**config.mk**
```make
export PLATFORM = sky130hd
export DESIGN_NAME = prefetch_queue
export DESIGN_NICKNAME = d
export VERILOG_FILES = /design/src/rtl/prefetch_queue.sv
export SDC_FILE = /design/constraint.sdc
export NUM_CORES = 1
export LEC_CHECK = 0
export ABC_AREA = 1
export CORE_MARGIN = 2
export CORE_UTILIZATION = 35
export DETAILED_ROUTE_END_ITERATION = 10
export PLACE_DENSITY = 0.54
export SLEW_MARGIN = 30
export SYNTH_ARGS = -nofsm -noshare
export SYNTH_HDL_FRONTEND = slang
export SYNTH_SLANG_ARGS = --single-unit
```
**constraint.sdc**
```tcl
create_clock -name clk -period 4.6 [get_ports clk]
set_input_delay 0.92 -clock clk [delete_from_list [all_inputs] [get_ports clk]]
set_output_delay 0.92 -clock clk [all_outputs]
set_load 0.02 [all_outputs]
```
**src/rtl/prefetch_queue.sv**
```systemverilog
// -----------------------------------------------------------------------------
// prefetch_queue
//
// Instruction-byte prefetch buffer sitting between main memory and the
// instruction fetcher. After a redirect it streams sequential bytes from
// memory, starting at the redirect address, and holds up to DEPTH of them
// ahead of the fetcher. The fetcher drains bytes through a valid/ready
// handshake. A redirect (jump, branch, reset vector) flushes the buffer and
// restarts the stream.
//
// Ports:
//   clk            system clock, all state changes on the rising edge
//   reset          synchronous, active-high reset (returns to IDLE)
//   redirect       load redirect_addr as the new stream start, flush queue
//   redirect_addr  new fetch address
//   mem_rd         read request to memory (combinational)
//   mem_addr       read address, meaningful while mem_rd=1
//   mem_gnt        memory accepts the request this cycle
//   mem_data       read data, valid the cycle after an accepted request
//   byte_out       head-of-queue byte (0 while empty)
//   byte_pc        address of byte_out (0 while empty)
//   byte_valid     queue non-empty
//   byte_ready     fetcher consumes the head byte when byte_valid=1
//   count          number of bytes currently held
// -----------------------------------------------------------------------------
module prefetch_queue #(
    parameter int DEPTH      = 4,
    parameter int ADDR_WIDTH = 16,
    parameter int DATA_WIDTH = 8
) (
    input  logic                         clk,
    input  logic                         reset,
    input  logic                         redirect,
    input  logic [ADDR_WIDTH-1:0]        redirect_addr,
    output logic                         mem_rd,
    output logic [ADDR_WIDTH-1:0]        mem_addr,
    input  logic                         mem_gnt,
    input  logic [DATA_WIDTH-1:0]        mem_data,
    output logic [DATA_WIDTH-1:0]        byte_out,
    output logic [ADDR_WIDTH-1:0]        byte_pc,
    output logic                         byte_valid,
    input  logic                         byte_ready,
    output logic [$clog2(DEPTH+1)-1:0]   count
);

    localparam int PW = $clog2(DEPTH);      // pointer width, wraps naturally
    localparam int CW = $clog2(DEPTH+1);    // occupancy width, holds DEPTH

    typedef enum logic {
        IDLE = 1'b0,    // no stream address yet
        RUN  = 1'b1     // streaming from fetch_addr_q
    } state_e;

    state_e                  state_q, state_d;
    logic [ADDR_WIDTH-1:0]   fetch_addr_q, fetch_addr_d;
    logic [PW-1:0]           head_q, head_d;
    logic [PW-1:0]           tail_q, tail_d;
    logic [CW-1:0]           count_q, count_d;
    logic                    inflight_q, inflight_d;
    logic                    squash_q, squash_d;

    logic [DATA_WIDTH-1:0]   data_q [DEPTH];
    logic [ADDR_WIDTH-1:0]   pc_q   [DEPTH];

    logic                    accept;
    logic                    push;
    logic                    pop;
    logic [CW:0]             occupancy;
    logic [ADDR_WIDTH-1:0]   ret_addr;

    // Credit check counts the byte already on its way back, so a request is
    // only issued when there is guaranteed room for its data. This keeps at
    // most one request outstanding and makes overflow impossible.
    assign occupancy = {1'b0, count_q} + (CW+1)'(inflight_q);
    assign mem_rd    = (state_q == RUN) && !redirect
                       && (occupancy < (CW+1)'(DEPTH));
    assign mem_addr  = fetch_addr_q;
    assign accept    = mem_rd && mem_gnt;

    // The returning byte belongs to the address just before the current fetch
    // address: only one request can be outstanding and fetch_addr_q advanced
    // when it was accepted.
    assign ret_addr  = fetch_addr_q - ADDR_WIDTH'(1);

    // Redirect kills both a byte returning in its own cycle and the pop.
    assign push = (state_q == RUN) && inflight_q && !squash_q && !redirect;
    assign pop  = (count_q != '0) && byte_ready && !redirect;

    assign byte_valid = (count_q != '0);
    assign byte_out   = byte_valid ? data_q[head_q] : '0;
    assign byte_pc    = byte_valid ? pc_q[head_q]   : '0;
    assign count      = count_q;

    // NOTE: every signal driven here gets its hold value first, so no path
    // through the block leaves it unassigned and no latch is inferred.
    always_comb begin
        state_d      = state_q;
        fetch_addr_d = fetch_addr_q;
        head_d       = head_q;
        tail_d       = tail_q;
        count_d      = count_q;
        inflight_d   = accept;
        // mem_rd is masked during redirect, so this only ever fires if that
        // masking is relaxed; it then drops the read accepted alongside it.
        squash_d     = redirect && accept;

        case (state_q)
            IDLE:    if (redirect) state_d = RUN;
            RUN:     state_d = RUN;
            default: state_d = IDLE;
        endcase

        if (redirect) begin
            fetch_addr_d = redirect_addr;
            head_d       = '0;
            tail_d       = '0;
            count_d      = '0;
        end else begin
            if (accept) fetch_addr_d = fetch_addr_q + ADDR_WIDTH'(1);
            if (push)   tail_d       = tail_q + PW'(1);
            if (pop)    head_d       = head_q + PW'(1);
            case ({push, pop})
                2'b10:   count_d = count_q + CW'(1);
                2'b01:   count_d = count_q - CW'(1);
                default: count_d = count_q;
            endcase
        end
    end

    // NOTE: sequential state uses non-blocking assignments so every flop
    // samples the pre-edge values regardless of block evaluation order.
    always_ff @(posedge clk) begin
        if (reset) begin
            state_q      <= IDLE;
            fetch_addr_q <= '0;
            head_q       <= '0;
            tail_q       <= '0;
            count_q      <= '0;
            inflight_q   <= 1'b0;
            squash_q     <= 1'b0;
        end else begin
            state_q      <= state_d;
            fetch_addr_q <= fetch_addr_d;
            head_q       <= head_d;
            tail_q       <= tail_d;
            count_q      <= count_d;
            inflight_q   <= inflight_d;
            squash_q     <= squash_d;
        end
    end

    // NOTE: the storage array is deliberately not reset; an entry is only
    // visible once count covers it, and the outputs read 0 while empty.
    always_ff @(posedge clk) begin
        if (push) begin
            data_q[tail_q] <= mem_data;
            pc_q[tail_q]   <= ret_addr;
        end
    end

endmodule
```
==> results.tsv, run 1 <==
metric	value	unit
crit_end	byte_pc[7]	
ys_seq_area_share	60.2	%
final.setup_skew	0.0147	ns
worstReg2RegEnd	count[2]	
clock-root-buffer	clkbuf_16	
ys.warnings.count	0	
syn_inst	590	
yosys_most_used_dff	edfxtp_1	
syn_to_final_growth	26.5	%
drc	0	
grt_pass1_wl	21.6	mm
gp_congestion	0.793	
cts_buffer_depth	2	
num_rows	46	
post_cts_buffers	0	
cts_tree	done	
grt_max_degree	50	
dpl.hpwl	8.33	mm
fillers	1544	
vias	4245	
drt_iter0_markers	223	
coreArea	15900	um2
rrSetupSlack	2.43	ns
maxSlewHeadroom	39.0	%
dieArea	17400	um2
yosys.area.top_type	edfxtp_1	
fin_cells	891	
cp.arrival	2.77	ns
ir_drop	249	uV
final_hold_viol_count	0	
drt_wl_total	13.2	mm
grt_use_total	15.8	%
syn_nets	627	
final_nets	699	
numCtsBuffers	17	
setup_viol	0	
p_comb_share	6.4	%
post_cts_resized	0	
period_minus_slack	3.69	ns
powerDensity	382	nW/um2
placed_cells	859	
first_pass_iters	5	
setup_ws	0.908	ns
clkTransAtPathRegs	0.06	ns
ys_async_sr_fraction	0	%
cp-start-kind	flip-flop	
vias_per_cell	4.76	
clock_sinks	124	
dp_slack	1.05	ns
hold_buffers	0	
htree_levels	4	
first_global_vias	4206	
grt_setup_unrepaired	no	
syn_area	5720	um2
dieHeight	132	um
worst_pin_slew	0.909	ns
p_int	2.16	mW
wl_per_cell	14.8	um
avgSynthCellArea	9.70	um2
hp-class	reg -> reg	
gr-total-overflow	0	
power_frac_clock	48.1	%
antenna_found_initial	0	
synth_cell_types	36	
tns	0	ns
start_util	35.9	%
finalCritPeriodShare	80.3	%
outcome	finished, final reports clean	
crit_type	reg -> out	
worstSkewPairLatency	0.42	ns
power_switching	0.607	mW
ys_top_cells_by_area	edfxtp_1 (50%), dfxtp_1 (9.8%), nor2_1 (8.1%), o21ai_0 (4.9%), nand2_1 (4.0%)	
n_antenna_cell	0	
drtAntennaViolNets	0	
ioPinCount	74	
cp-end-kind	primary output	
required	3.68	ns
synth_top_area_share	50.4	%
ys_ff_latch	124	
p_leak	2.61	nW
r2r-start	count[0]	
seq_power_share	45.5	%
port_buffers	73	
max_freq	271	MHz
max_cap_viol_count	0	
reg2regPathDepth	9	
synth_edf_count	96	
critPathMaxFanout	24	
p_sw_share	22.0	%
dieWidth	132	um
maxSlewViolCount	0	
drive_gt1_share	10.4	%
cell families (layout without fill, tap and decap cells):
logic type,count (synthesis),after routing,share of synthesized area [%]
buf+inv,78,163,5.95
xor+xnor,11,11,1.68
fa+ha+maj,8,8,1.88
compound gates,118,118,10.5
flops,124,124,60.2
other cells,1,1,0.0655
simple gates,250,250,19.8
registers in the layout (all words and copies together) (netlist names), 2 cells and up, named ones only:
| signal | cells |
|---|---|
| mem_addr | 16 |
| count | 3 |
| pc_q | 64 |
| head_q | 2 |
| data_q | 32 |
| tail_q | 2 |
power by group through the flow:
stage / clock [mW] / sequential (mW) / combinational [mW]
after floorplan: 0 / 1.28 / 0.102
after global placement: 0 / 1.28 / 0.174
after detailed placement: 0 / 1.28 / 0.178
after CTS: 1.36 / 1.26 / 0.179
after global routing: 1.41 / 1.26 / 0.199
final: 1.33 / 1.26 / 0.177
cell usage after synthesis (2+ instances only):
| cell type | instances |
|---|---|
| dfxtp_1 | 28 |
| xor2_1 | 10 |
| ha_1 | 7 |
| nand3_1 | 31 |
| buf_4 | 4 |
| nor2_2 | 7 |
| edfxtp_1 | 96 |
| buf_2 | 8 |
| o21ai_1 | 15 |
| nor2_1 | 124 |
| nand2_2 | 3 |
| nand2_1 | 61 |
| a21oi_1 | 43 |
| inv_1 | 47 |
| nand4_1 | 5 |
| nor3_1 | 3 |
| buf_6 | 3 |
| a211oi_1 | 2 |
| nor2_4 | 4 |
| o21ai_0 | 56 |
| nand3_2 | 4 |
| inv_2 | 3 |
| nor3_2 | 2 |
| clkbuf_1 | 12 |
area by class of cell:
| cell class | count | area (um2) | area share, % |
|---|---|---|---|
| Sequential cell | 124 | 3440 | 47.6 |
| Timing Repair Buffer | 81 | 791 | 10.9 |
| Clock inverter | 15 | 171 | 2.37 |
| Clock buffer | 17 | 425 | 5.88 |
| Tap cell | 216 | 270 | 3.73 |
| Multi-Input combinational cell | 388 | 1950 | 26.9 |
| Inverter | 50 | 188 | 2.59 |
worst max-delay path: stages, from the launching register on:
cell	delay (ns)
dfxtp_1	0.33
clkinv_1	0.71
nor2_1	0.33
o21ai_1	0.11
a21oi_1	0.23
clkdlybuf4s50_1	0.65
metrics by stage:
step                utilization (%)  hold WS, ns  power (mW)  instance area [um2]
finish                         45.4        0.477        2.76                 7240
global route                   45.4        0.511        2.87                 7240
CTS                            45.4        0.486        2.79                 7240
detailed placement             41.7        0.475        1.46                 6640
global placement               41.7        0.475        1.46                 6640
floorplan                         -        0.442        1.38                 5720
cells in the final DEF, fill, tap and decap left out, types with 2 or more instances in the layout:
master           count
nor2_1             120
edfxtp_1            96
clkdlybuf4s50_1     73
nand2_1             61
o21ai_0             56
inv_1               46
a21oi_1             43
nand3_1             31
dfxtp_1             28
clkbuf_16           17
o21ai_1             15
nor2_2              11
xor2_1              10
buf_4                8
ha_1                 7
nand4_1              5
nand3_2              4
nor2_4               4
inv_2                3
nor3_1               3
nand2_2              3
clkinv_1             3
clkinv_2             3
clkinv_4             3
bufinv_16            3
nor3_2               2
a211oi_1             2
inv_6                2
clkinvlp_4           2
worst min path at each step:
| stage | from | endpoint | slack (ns) | cells past startpoint |
|---|---|---|---|---|
| 3_3_place_gp | head_q[1] | head_q[1] | 0.47 | 2 |
| 5_1_grt | head_q[1] | head_q[1] | 0.51 | 2 |
| 3_5_place_dp | head_q[1] | head_q[1] | 0.48 | 2 |
| 2_1_floorplan | head_q[1] | flip-flop | 0.44 | 2 |
| 6_report | head_q[1] | head_q[1] | 0.48 | 2 |
| 4_1_cts | head_q[1] | head_q[1] | 0.49 | 2 |
layer usage:
layer  share of wire [%]  global-route usage [%]  vias to the layer above
met2                  47                    25.9                      118
li1                    -                       -                     2137
met3                 5.0                    4.42                       15
met1                  47                    20.3                     1975
met4                 1.1                    5.25                        0
met5                   0                       0                        -
(Power assumes the default switching activity.)
==> inputs of run 2 (changes only) <==
==> constraint.sdc (replaced) <==
create_clock -name clk -period 3.7 [get_ports clk]
set_input_delay 0.74 -clock clk [delete_from_list [all_inputs] [get_ports clk]]
set_output_delay 0.74 -clock clk [all_outputs]
set_load 0.02 [all_outputs]
==> run 2 against run 1 <==
  * Total power increased by 19%
  * Via count decreased by 0.85%
  * Hold slack improved by 0.0065 ns
  * Clock skew decreased by 0.0075 ns
  * Utilization decreased by 0.24 points
  * Count of clock-buffer cells in the layout increased by 1
==> results.tsv, run 2 (same netlist as run 1, synthesis figures left out) <==
metric	value	unit
outcome	finished, final reports clean	
required	2.96	ns
final_common_cell	nor2_1	
first_global_vias	4192	
grt_pass1_wl	21.4	mm
setup_viol	0	
drtAntennaViolNets	0	
dieArea	17400	um2
wl_per_cell	14.4	um
maxSlewViolCount	0	
post_cts_buffers	0	
grt_setup_unrepaired	no	
max_flop_register	pc_q	
slowest_delay	0.67	ns
worstReg2RegEnd	count[2]	
power_frac_clock	45.7	%
gr-total-overflow	0	
hold_buffers	0	
p_comb_share	6.7	%
ir_drop	300	uV
final_hold_viol_count	0	
start_util	35.9	%
htree_levels	4	
ioPinCount	74	
final_nets	700	
critical-path-top-delay-family	buffers and inverters	
dp_slack	0.478	ns
period_minus_slack	3.45	ns
tns	0	ns
seq_power_share	47.6	%
drt_iter0_markers	254	
crit_type	reg -> out	
critPathBufInv	2	
final_area	7200	um2
setup_ws	0.251	ns
cp-start-kind	flip-flop	
worstHoldEndpoint	head_q[1]	
drc	0	
max_cap_viol_count	0	
syn_to_final_growth	25.8	%
dieWidth	132	um
cts_tree	done	
vias	4209	
post_cts_resized	0	
cp.arrival	2.71	ns
max_freq	290	MHz
fin_util	45.2	%
p_sw_share	22.5	%
gp_congestion	0.798	
worstSkewPairLatency	0.40	ns
grt_use_total	15.5	%
finalCritPeriodShare	93.2	%
p_leak	2.59	nW
power_switching	0.740	mW
min_from	head_q[1]	
clock_sinks	124	
rrSetupSlack	1.54	ns
drt_wl_total	12.9	mm
num_rows	46	
n_antenna_cell	0	
largest_register_ff_count	64	
cp_slowest_cell	clkinv_1	
final.setup_skew	0.00723	ns
critPathMaxFanout	24	
powerDensity	457	nW/um2
min_path_cells	2	
antenna_found_initial	0	
vias_per_cell	4.72	
dieHeight	132	um
r2r-start	count[0]	
clock-root-buffer	clkbuf_16	
hp-class	reg -> reg	
coreArea	15900	um2
maxSlewHeadroom	42.5	%
total_power	3.29	mW
port_buffers	73	
reg2regPathDepth	10	
critical_path.cell_chain	clkinv_1 -> nor2_1 -> o21ai_0 -> a21oi_1 -> clkdlybuf4s50_1	
grt_max_degree	49	
placedInstanceArea	6650	um2
worst_pin_slew	0.858	ns
numCtsBuffers	17	
p_int	2.55	mW
dpl.hpwl	8.28	mm
clkTransAtPathRegs	0.06	ns
first_pass_iters	5	
cts_buffer_depth	2	
final_cell_mix	nor2_1 (120), edfxtp_1 (96), clkdlybuf4s50_1 (73)	
drive_gt1_share	10.4	%
cp-end-kind	primary output	
[run 2: cell count changes in the layout (fill, tap and decap cells not counted), sizes merged]
cell / before / now
clkbuf: 17 / 18
clkinv: 9 / 8
buf: 8 / 9
bufinv: 3 / 1
clkinvlp: 2 / 4
[run 2: worst min-delay path: cells and delay by family, from the launching register on]
family / cells / cell delay (ns)
flip-flops: 1 / 0.29
AO/OA/AOI/OAI: 1 / 0.08
buffers and inverters: 1 / 0.06
[run 2: layout make-up]
type	instances	area, um2
clock buffers	18	429
clock inverters	14	121
fillers	1538	8740
inverters	50	188
multi-input cells	388	1950
flip-flops and latches	124	3440
well taps	216	270
repair buffers	82	798
[run 2: worst max path at each step]
stage                    to  slack, ns  cells past startpoint
6_report        byte_pc[14]       0.25                      5
5_1_grt          byte_pc[0]       0.07                      5
4_1_cts              mem_rd       0.52                      5
3_5_place_dp       count[2]       0.48                     10
3_3_place_gp       count[2]       0.53                     10
2_1_floorplan  data_q[0][0]       1.14                      3
[run 2: power groups by stage]
stage               logic, mW  clock network [mW]  registers [mW]
floorplan               0.127                   0            1.59
global placement        0.216                   0            1.59
detailed placement      0.221                   0            1.59
CTS                     0.222                1.54            1.56
global route            0.245                1.61            1.57
finish                  0.219                1.50            1.56
[run 2: stage by stage]
stage / hold WS, ns / instances
6_report: 0.483 / 892
5_1_grt: 0.523 / 892
4_1_cts: 0.496 / 892
3_5_place_dp: 0.486 / 860
3_3_place_gp: 0.472 / 860
2_1_floorplan: 0.442 / 590
[run 2: per-layer routing]
layer / vias to the layer above / global-route usage (%) / wire length [um]
met4: 0 / 4.11 / 72
met3: 4 / 4.34 / 625
met5: - / 0 / 0
li1: 2136 / - / -
met2: 116 / 25.2 / 5940
met1: 1953 / 20.6 / 6210
==> inputs of run 3 (changes only) <==
--- a/config.mk
+++ b/config.mk
@@ -9,7 +9,7 @@
 export CORE_MARGIN = 2
 export CORE_UTILIZATION = 35
 export DETAILED_ROUTE_END_ITERATION = 10
-export PLACE_DENSITY = 0.54
+export SKIP_LAST_GASP = 1
 export SLEW_MARGIN = 30
 export SYNTH_ARGS = -nofsm -noshare
 export SYNTH_HDL_FRONTEND = slang
==> run 3 against run 2 <==
  * Design area rose by 0.19%
  * Count of clock-buffer cells in the layout fell by 1
  * Non-clock buffer count did not move
  * Via count rose by 0.50%
  * Critical path type unchanged
  * Critical endpoint is now byte_pc[15]
  * Largest cell class unchanged
  * Largest power group is now the clock network
==> results.tsv, run 3 (same netlist as run 1, synthesis figures left out) <==
metric	value	unit
final_area	7210	um2
path_depth	6	
dieArea	17400	um2
powerDensity	465	nW/um2
cp-end-kind	primary output	
grt_pass1_wl	21.0	mm
vias_per_cell	4.74	
coreArea	15900	um2
reg2regPathDepth	10	
crit_type	reg -> out	
ir_drop	387	uV
drt_wl_total	13.0	mm
finalCritPeriodShare	91.4	%
final_cell_mix	nor2_1 (120), edfxtp_1 (96), clkdlybuf4s50_1 (73)	
gr-total-overflow	0	
cp-start-kind	flip-flop	
critical-path-top-delay-family	buffers and inverters	
max_freq	296	MHz
placedInstanceArea	6650	um2
worstSkewPairLatency	0.41	ns
grt_max_degree	49	
wl_per_cell	14.6	um
cp.arrival	2.64	ns
post_cts_buffers	0	
maxSlewViolCount	0	
drc	0	
fin_cells	892	
cts_buffer_depth	2	
drive_gt1_share	10.5	%
ioPinCount	74	
first_global_vias	4125	
tns	0	ns
numCtsBuffers	17	
drt_iter0_markers	295	
final_common_cell	nor2_1	
outcome	finished, final reports clean	
worst_pin_slew	0.929	ns
grt_use_total	15.3	%
critPathMaxFanout	25	
start_util	35.9	%
slowest_delay	0.63	ns
clkTransAtPathRegs	0.06	ns
hp-class	reg -> reg	
setup_viol	0	
dieWidth	132	um
vias	4230	
critPathBufInv	3	
clock-root-buffer	clkbuf_16	
critical_path.cell_chain	buf_4 -> inv_1 -> nor2_1 -> o21ai_0 -> a21oi_1 -> clkdlybuf4s50_1	
post_cts_resized	0	
maxSlewHeadroom	38.0	%
cts_tree	done	
dpl.hpwl	8.33	mm
period_minus_slack	3.38	ns
num_rows	46	
first_pass_iters	5	
drtAntennaViolNets	0	
n_antenna_cell	0	
dieHeight	132	um
largest_register_ff_count	64	
final.setup_skew	0.00950	ns
cp_slowest_cell	clkdlybuf4s50_1	
gp_congestion	0.843	
final_nets	700	
hold_ws	0.484	ns
hold_buffers	0	
final_hold_viol_count	0	
required	2.96	ns
max_cap_viol_count	0	
p_leak	2.60	nW
port_buffers	73	
grt_setup_unrepaired	no	
htree_levels	4	
max_flop_register	pc_q	
min_path_cells	2	
syn_to_final_growth	26.0	%
placed_cells	860	
clock_sinks	124	
antenna_found_initial	0	
==> run 3: path summary, 6_finish.rpt <==
path / startpoint / endpoint / slack, ns
min: head_q[1] / flip-flop / 0.48
max: flip-flop / byte_pc[15] / 0.32
min reg2reg: head_q[1] / flip-flop / 0.48
max reg2reg: count[1] / count[2] / 1.40
==> run 3: per-layer routing <==
| layer | GRT usage [%] | wire length, um | part of all wire [%] | vias to the layer above |
|---|---|---|---|---|
| met4 | 5.25 | 110 | 0.85 | 0 |
| met3 | 3.92 | 551 | 4.2 | 7 |
| met5 | 0 | 0 | 0 | - |
| li1 | - | - | - | 2144 |
| met2 | 25.5 | 6220 | 48 | 100 |
| met1 | 19.3 | 6120 | 47 | 1979 |
==> run 3: through the flow <==
| step | power (mW) | setup slack [ns] | util, % |
|---|---|---|---|
| after floorplan | 1.72 | 1.14 | - |
| after detailed placement | 1.82 | 0.647 | 41.7 |
| final | 3.36 | 0.317 | 45.3 |
| after CTS | 3.38 | 0.261 | 45.3 |
| after global placement | 1.81 | 0.720 | 41.7 |
| after global routing | 3.47 | 0.0909 | 45.3 |
==> run 3: power by group <==
part | internal [mW] | switching (mW)
Clock | 0.935 | 0.636
Sequential | 1.54 | 0.0279
Combinational | 0.0912 | 0.132
==> run 3: worst register-to-register path, cell delays in order (launching register included) <==
cell	delay, ns
dfxtp_1	0.46
nor3_4	0.04
buf_4	0.24
nor2_1	0.28
ha_1	0.21
inv_1	0.07
fa_1	0.39
a21oi_1	0.14
o21ai_0	0.12
o21ai_0	0.18
a21oi_1	0.06
==> run 3: final cells by class <==
type | count | area [um2]
inverters | 50 | 188
clock buffers | 17 | 425
clock inverters | 15 | 139
flip-flops and latches | 124 | 3440
fillers | 1530 | 8730
repair buffers | 82 | 798
multi-input cells | 388 | 1950
well taps | 216 | 270
